`src/rtl/apb_ws_pkg.sv`:
```
// apb_ws_pkg: shared definitions for the wait-state APB slave.
//   - FSM state encoding (legacy-compatible localparam constants)
//   - clog2 helper used to derive the byte-offset width of a bus word
//   - width of the read-latency countdown counter (RD_LATENCY <= 3)
package apb_ws_pkg;

  localparam int CNT_W = 2;

  typedef logic [1:0] state_t;

  localparam state_t ST_IDLE   = 2'd0;
  localparam state_t ST_ACCESS = 2'd1;
  localparam state_t ST_RDWAIT = 2'd2;
  localparam state_t ST_DONE   = 2'd3;

  function automatic int clog2(input int value);
    int r = 0;
    for (int i = 0; i < 31; i++) begin
      if ((1 << i) < value) r = i + 1;
    end
    return r;
  endfunction

endpackage

```
`src/rtl/apb_ws_decode.sv`:
```
// apb_ws_decode: combinational address/transfer decode for apb_slave_ws.
//   paddr_i    byte address from the APB master
//   pwrite_i   transfer direction (1 = write)
//   mulbusy_i  multiplier running; blocks writes
//   pstrb_i    byte strobes (present only when APB_STRB_EN is defined)
//   locaddr    register-file word address
//   err        transfer must complete with an error response
module apb_ws_decode
  import apb_ws_pkg::*;
#(
  parameter int BUS_WIDTH      = 32,
  parameter int ADDR_WIDTH     = 16,
  parameter int LOC_ADDR_WIDTH = 6
) (
  input  logic [ADDR_WIDTH-1:0]     paddr_i,
  input  logic                      pwrite_i,
  input  logic                      mulbusy_i,
`ifdef APB_STRB_EN
  input  logic [BUS_WIDTH/8-1:0]    pstrb_i,
`endif
  output logic [LOC_ADDR_WIDTH-1:0] locaddr,
  output logic                      err
);

  localparam int ADDR_LSB = clog2(BUS_WIDTH / 8);
  localparam int HI_LSB   = ADDR_LSB + LOC_ADDR_WIDTH;

  // Masks keep the checks legal even when there are no byte-offset bits.
  localparam logic [ADDR_WIDTH-1:0] ALIGN_MASK = ADDR_WIDTH'((1 << ADDR_LSB) - 1);
  localparam logic [ADDR_WIDTH-1:0] RANGE_MASK = ~ADDR_WIDTH'((1 << HI_LSB) - 1);

  logic unaligned;
  logic out_of_range;
  logic strb_err;

  assign unaligned    = |(paddr_i & ALIGN_MASK);
  assign out_of_range = |(paddr_i & RANGE_MASK);
  assign locaddr      = paddr_i[ADDR_LSB +: LOC_ADDR_WIDTH];

`ifdef APB_STRB_EN
  // A read carrying byte strobes is malformed.
  assign strb_err = !pwrite_i && (|pstrb_i);
`else
  assign strb_err = 1'b0;
`endif

  assign err = unaligned | out_of_range | (pwrite_i & mulbusy_i) | strb_err;

endmodule

```
`src/rtl/apb_slave_ws.sv`:
```
// apb_slave_ws: APB slave for the matrix-multiplier register file with read
// wait states, decode/alignment errors and write blocking while busy.
// Optional feature macro: APB_STRB_EN (adds pstrb_i / byte-strobed writes).
//   clk_i, rst_i            clock, synchronous active-high reset
//   psel_i .. pwdata_i      APB request side
//   pstrb_i                 APB4 byte strobes (APB_STRB_EN only)
//   prdata_o, pready_o,
//   pslverr_o               APB response side (all registered)
//   reddata_i               register-file read data, valid RD_LATENCY cycles
//                           after the cycle in which doread_o is high
//   mulbusy_i               multiplier running
//   busy_o                  transfer in progress
//   dowrite_o, doread_o     register-file one-cycle enables
//   locaddr_o, writedata_o,
//   wstrb_o                 address/data/strobes captured at the setup cycle
module apb_slave_ws
  import apb_ws_pkg::*;
#(
  parameter int BUS_WIDTH      = 32,
  parameter int ADDR_WIDTH     = 16,
  parameter int LOC_ADDR_WIDTH = 6,
  parameter int RD_LATENCY     = 1
) (
  input  logic                      clk_i,
  input  logic                      rst_i,
  input  logic                      psel_i,
  input  logic                      penable_i,
  input  logic                      pwrite_i,
  input  logic [ADDR_WIDTH-1:0]     paddr_i,
  input  logic [BUS_WIDTH-1:0]      pwdata_i,
`ifdef APB_STRB_EN
  input  logic [BUS_WIDTH/8-1:0]    pstrb_i,
`endif
  output logic [BUS_WIDTH-1:0]      prdata_o,
  output logic                      pready_o,
  output logic                      pslverr_o,
  input  logic [BUS_WIDTH-1:0]      reddata_i,
  input  logic                      mulbusy_i,
  output logic                      busy_o,
  output logic                      dowrite_o,
  output logic                      doread_o,
  output logic [LOC_ADDR_WIDTH-1:0] locaddr_o,
  output logic [BUS_WIDTH-1:0]      writedata_o,
  output logic [BUS_WIDTH/8-1:0]    wstrb_o
);

  localparam int SW = BUS_WIDTH / 8;

  state_t                    state;
  logic [CNT_W-1:0]          cnt;
  logic [LOC_ADDR_WIDTH-1:0] dec_locaddr;
  logic                      dec_err;
  logic [SW-1:0]             setup_strb;
  logic                      strb_any;
  logic                      setup;

  apb_ws_decode #(
    .BUS_WIDTH      (BUS_WIDTH),
    .ADDR_WIDTH     (ADDR_WIDTH),
    .LOC_ADDR_WIDTH (LOC_ADDR_WIDTH)
  ) u_decode (
    .paddr_i   (paddr_i),
    .pwrite_i  (pwrite_i),
    .mulbusy_i (mulbusy_i),
`ifdef APB_STRB_EN
    .pstrb_i   (pstrb_i),
`endif
    .locaddr   (dec_locaddr),
    .err       (dec_err)
  );

`ifdef APB_STRB_EN
  assign setup_strb = pstrb_i;
  assign strb_any   = |pstrb_i;
`else
  assign setup_strb = '1;
  assign strb_any   = 1'b1;
`endif

  assign setup = psel_i && !penable_i;

  always_ff @(posedge clk_i) begin
    if (rst_i) begin
      state       <= ST_IDLE;
      cnt         <= '0;
      prdata_o    <= '0;
      pready_o    <= 1'b0;
      pslverr_o   <= 1'b0;
      busy_o      <= 1'b0;
      dowrite_o   <= 1'b0;
      doread_o    <= 1'b0;
      locaddr_o   <= '0;
      writedata_o <= '0;
      wstrb_o     <= '1;
    end else begin
      // Enables are single-cycle pulses unless re-armed below.
      dowrite_o <= 1'b0;
      doread_o  <= 1'b0;
      case (state)
        ST_IDLE: begin
          // penable_i high without a setup cycle is ignored.
          if (setup) begin
            locaddr_o   <= dec_locaddr;
            writedata_o <= pwdata_i;
            wstrb_o     <= setup_strb;
            busy_o      <= 1'b1;
            if (pwrite_i || dec_err) begin
              // Zero-wait completion: pready_o is already high in the first
              // access cycle, which is the DONE cycle of this transfer.
              pready_o  <= 1'b1;
              pslverr_o <= dec_err;
              dowrite_o <= pwrite_i && !dec_err && strb_any;
              state     <= ST_DONE;
            end else begin
              doread_o <= 1'b1;
              cnt      <= CNT_W'(RD_LATENCY);
              state    <= ST_ACCESS;
            end
          end
        end
        ST_ACCESS, ST_RDWAIT: begin
          if (!psel_i) begin
            // Master gave up: drop everything without a response.
            state       <= ST_IDLE;
            cnt         <= '0;
            prdata_o    <= '0;
            busy_o      <= 1'b0;
            locaddr_o   <= '0;
            writedata_o <= '0;
            wstrb_o     <= '1;
          end else if (cnt == '0) begin
            // reddata_i is valid in this cycle; respond in the next.
            prdata_o <= reddata_i;
            pready_o <= 1'b1;
            state    <= ST_DONE;
          end else begin
            cnt   <= cnt - 1'b1;
            state <= ST_RDWAIT;
          end
        end
        ST_DONE: begin
          state     <= ST_IDLE;
          pready_o  <= 1'b0;
          pslverr_o <= 1'b0;
          busy_o    <= 1'b0;
          prdata_o  <= '0;
        end
        default: state <= ST_IDLE;
      endcase
    end
  end

endmodule

```
`config.mk`:
```
export PLATFORM = sky130hd
export DESIGN_NAME = apb_slave_ws
export DESIGN_NICKNAME = d
export VERILOG_FILES = /design/src/rtl/apb_ws_pkg.sv /design/src/rtl/apb_ws_decode.sv /design/src/rtl/apb_slave_ws.sv
export SDC_FILE = /design/constraint.sdc
export NUM_CORES = 1
export LEC_CHECK = 0
export ABC_AREA = 1
export CAP_MARGIN = 20
export CORE_ASPECT_RATIO = 2
export CORE_MARGIN = 4
export CORE_UTILIZATION = 25
export DETAILED_ROUTE_END_ITERATION = 16
export GPL_ROUTABILITY_DRIVEN = 1
export SLEW_MARGIN = 30
export SYNTH_ARGS = -nofsm -noshare
export SYNTH_HDL_FRONTEND = slang
export SYNTH_HIERARCHICAL = 1
export SYNTH_SLANG_ARGS = --single-unit
export TNS_END_PERCENT = 100
```
`constraint.sdc`:
```
create_clock -name clk_i -period 1.7 [get_ports clk_i]
set_input_delay 0.34 -clock clk_i [delete_from_list [all_inputs] [get_ports clk_i]]
set_output_delay 0.34 -clock clk_i [all_outputs]
set_load 0.02 [all_outputs]
```
==> impl_metrics.toml <==
[cells_and_area]
layout.nets = 768
multi_input_area_um2 = 1660
drive_gt1_share_pct = 8.638
fill_cells = 1463
diodes = 0
regArea_um2 = 1584
final_util_pct = 41.27
area_delta_synth_final_pct = 61.37

[worst_setup_path]
worstRegToRegCells = 8
crit_buf_inv = 1
worst-path-max-fanout = 2
cp.required_ns = 1.36
path_class = "flop to output port"
crit_cells = 1
cpPeakStageDelay_ns = 0.65
critPathArrivalTime_ns = 1.31
startpoint_type = "flop"
cp_top_family = "buffers and inverters"
r2r-start = "state[0]"
endpoint_kind = "output port"
crit_path_start = "busy_o"
cp_slowest_cell = "clkdlybuf4s50_1"
crit_chain = "clkdlybuf4s50_1"

[synthesis]
synth-xor-area-share_pct = 0
ys.flop_type = "dfxtp_1"
synth.area.top_cells = "dfxtp_1 (44%), nand2_1 (16%), nor2_1 (13%)"
synthMostInstantiatedCell = "nand2_1"
seq_area_frac_synth_pct = 44.27
synth_fa_ha_area_share_pct = 1.401
ys_types = 29
synthCells = 520
avgSynthCellArea_um2 = 6.870
synth-compound-area-share_pct = 7.005
synth-simple-area-share_pct = 37.06
yosysTopAreaCellShare_pct = 44.27
synthTopCellsByCount = "nand2_1 (149), nor2_1 (124), dfxtp_1 (79), nand3_1 (38), o21ai_1 (34)"
ys_async_sr_fraction_pct = 0
yosysTopAreaCell = "dfxtp_1"
ys_seq_elements = 79
synth_top_family_by_area = "simple AND/OR/NAND/NOR gates"
synth-edff-count = 0
synth.yosys.warnings = 6
mappedNetlistArea_um2 = 3572
synthMuxAreaShare_pct = 0

[power_and_ir_drop]
leakagePower_nw = 2.521
netSwitchingFraction_pct = 42.54
power.density_nw_per_um2 = 2080
power_frac_seq_pct = 23.5
clkPwrFrac_pct = 16.6
share_comb_of_total_power_pct = 59.9
internal_power_mw = 6.889
p_sw_mw = 5.101
ir_worst_vdd_uv = 943.9

[sta]
rsz0062_at_grt = "yes"
fin_skew_ns = 0.008947
final.period_utilization_pct = 96.81
timing_max_transition_violations_final = 0
hold_violations = 0
fmax_ghz = 0.6076
setup_viol = 0
fin_ws_ns = 0.05429
fin_crit_ns = 1.646

[place]
gp_congestion = 0.8537
io_buffer_count = 160
place_ws_ns = -0.1245
dpl.hpwl_um = 8361

[worst_hold_path]
min_path_cells = 2
hold_class = "flop to flop"
hp-start = "writedata_o[3]"

[floorplanning]
row_count = 61
top_level_ports = 165
dieArea_um2 = 16380
start_util_pct = 25.58
fp.dieH_um = 177.1
dieWidth_um = 92.53
core_um2 = 13970

[clocking]
ctsLongestPathBuffers = 2
clock-root-buffer = "clkbuf_16"
tritoncts = "built"
clk_pin_slew_ns = 0.06
cts_inserted_buffers = 9
clkSinkCount = 79
cts_hold_buf = 0
htreeDepth = 3
clkLatencyLatePin_ns = 0.33

[route]
drc = 0
vias_per_cell = 4.265
wl_per_cell_um = 12.72
vias = 3719
dr.pass1.iters = 4
initialDrtViolationCount = 80
routed_wl_um = 11090
antenna_left = 0

[global_route]
grt_overflow = 0
grt_pass1_vias = 3696
grt_max_degree = 37
top_usage_layer = "met2"
track_usage_pct = 13.52
use_met3_pct = 2.596
use_met1_pct = 12.58
grt_pass1_wl_um = 17710
antenna_found_initial = 0
met2_usage_pct = 27.25

[flow_run]
maxCapViolCount = 0

[run_status]
outcome = "finished, final reports clean"
[per-layer routing]
metal | vias to the layer above | share of wire (%)
met2 | 95 | 58
met1 | 1687 | 35
li1 | 1921 | -
met3 | 16 | 4.9
met5 | - | 0
met4 | 0 | 2.7
[metrics by stage]
step / total power, mW / instance area (um2) / std cells / hold slack [ns] / setup TNS [ns]
after global routing: 13.06 / 5764 / 872 / 0.4985 / -0.02661
after global placement: 9.667 / 5394 / 855 / 0.4647 / -1.388
after floorplan: 7.466 / 3583 / 523 / 0.4168 / 0
final: 11.99 / 5764 / 872 / 0.4820 / 0
after detailed placement: 9.805 / 5394 / 855 / 0.4762 / -2.786
after CTS: 11.92 / 5717 / 871 / 0.4872 / 0
[flip-flops by register name, summed over array words and instances, names as in the netlist]
register     cells
state            2
cnt              2
pslverr_o        1
busy_o           1
dowrite_o        1
doread_o         1
pready_o         1
locaddr_o        6
prdata_o        32
writedata_o     32
[power by group through the flow]
stage | combinational, mW | sequential (mW) | clock (mW)
floorplan | 3.99 | 3.47 | 0
global placement | 6.84 | 2.83 | 0
detailed placement | 6.96 | 2.85 | 0
CTS | 7.06 | 2.82 | 2.05
global route | 8.04 | 2.89 | 2.13
finish | 7.18 | 2.82 | 1.99
[what timing repair did]
action | 4_1_cts | 5_1_grt
buffers inserted | 0 | 0
cloned | 0 | 1
endpoints found under the setup margin | 47 | 31
gates resized for setup | 2 | 9
endpoints found under the hold margin | 0 | 0
pin swaps | 0 | 2
[logic make-up (layout without fill, tap and decap cells)]
logic type,count (synthesis),in the layout
simple gates,323,323
flops,79,79
buf+inv,64,224
compound gates,49,49
fa+ha+maj,4,4
other cells,1,4
[cell usage in the layout (no fill, tap or decap), types with 2 or more instances in the layout]
| cell type | count |
|---|---|
| a21oi_1 | 9 |
| buf_12 | 5 |
| buf_4 | 19 |
| clkbuf_16 | 10 |
| clkbuf_8 | 2 |
| clkdlybuf4s50_1 | 157 |
| clkinvlp_4 | 2 |
| conb_1 | 4 |
| dfxtp_1 | 77 |
| dfxtp_2 | 2 |
| dlymetal6s2s_1 | 3 |
| ha_1 | 3 |
| inv_1 | 16 |
| inv_2 | 4 |
| nand2_1 | 149 |
| nand2_4 | 2 |
| nand3_1 | 38 |
| nor2_1 | 124 |
| nor2_2 | 2 |
| o21ai_0 | 4 |
| o21ai_1 | 33 |
[path summary, 6_finish.rpt]
| path | to | slack [ns] |
|---|---|---|
| setup / recovery | busy_o | 0.05 |
| hold / removal | writedata_o[3] | 0.48 |
| setup reg to reg | prdata_o[6] | 0.11 |
| hold reg to reg | writedata_o[3] | 0.48 |
[area by class of cell]
cell class,instances,area share [%]
multi-input combinational,380,28.80
sequential,79,27.48
timing repair buffer,186,32.75
tap,189,4.102
clock inverter,4,0.9334
clock buffer,12,4.450
inverter,22,1.476
Power figures use the tool's default switching activity.
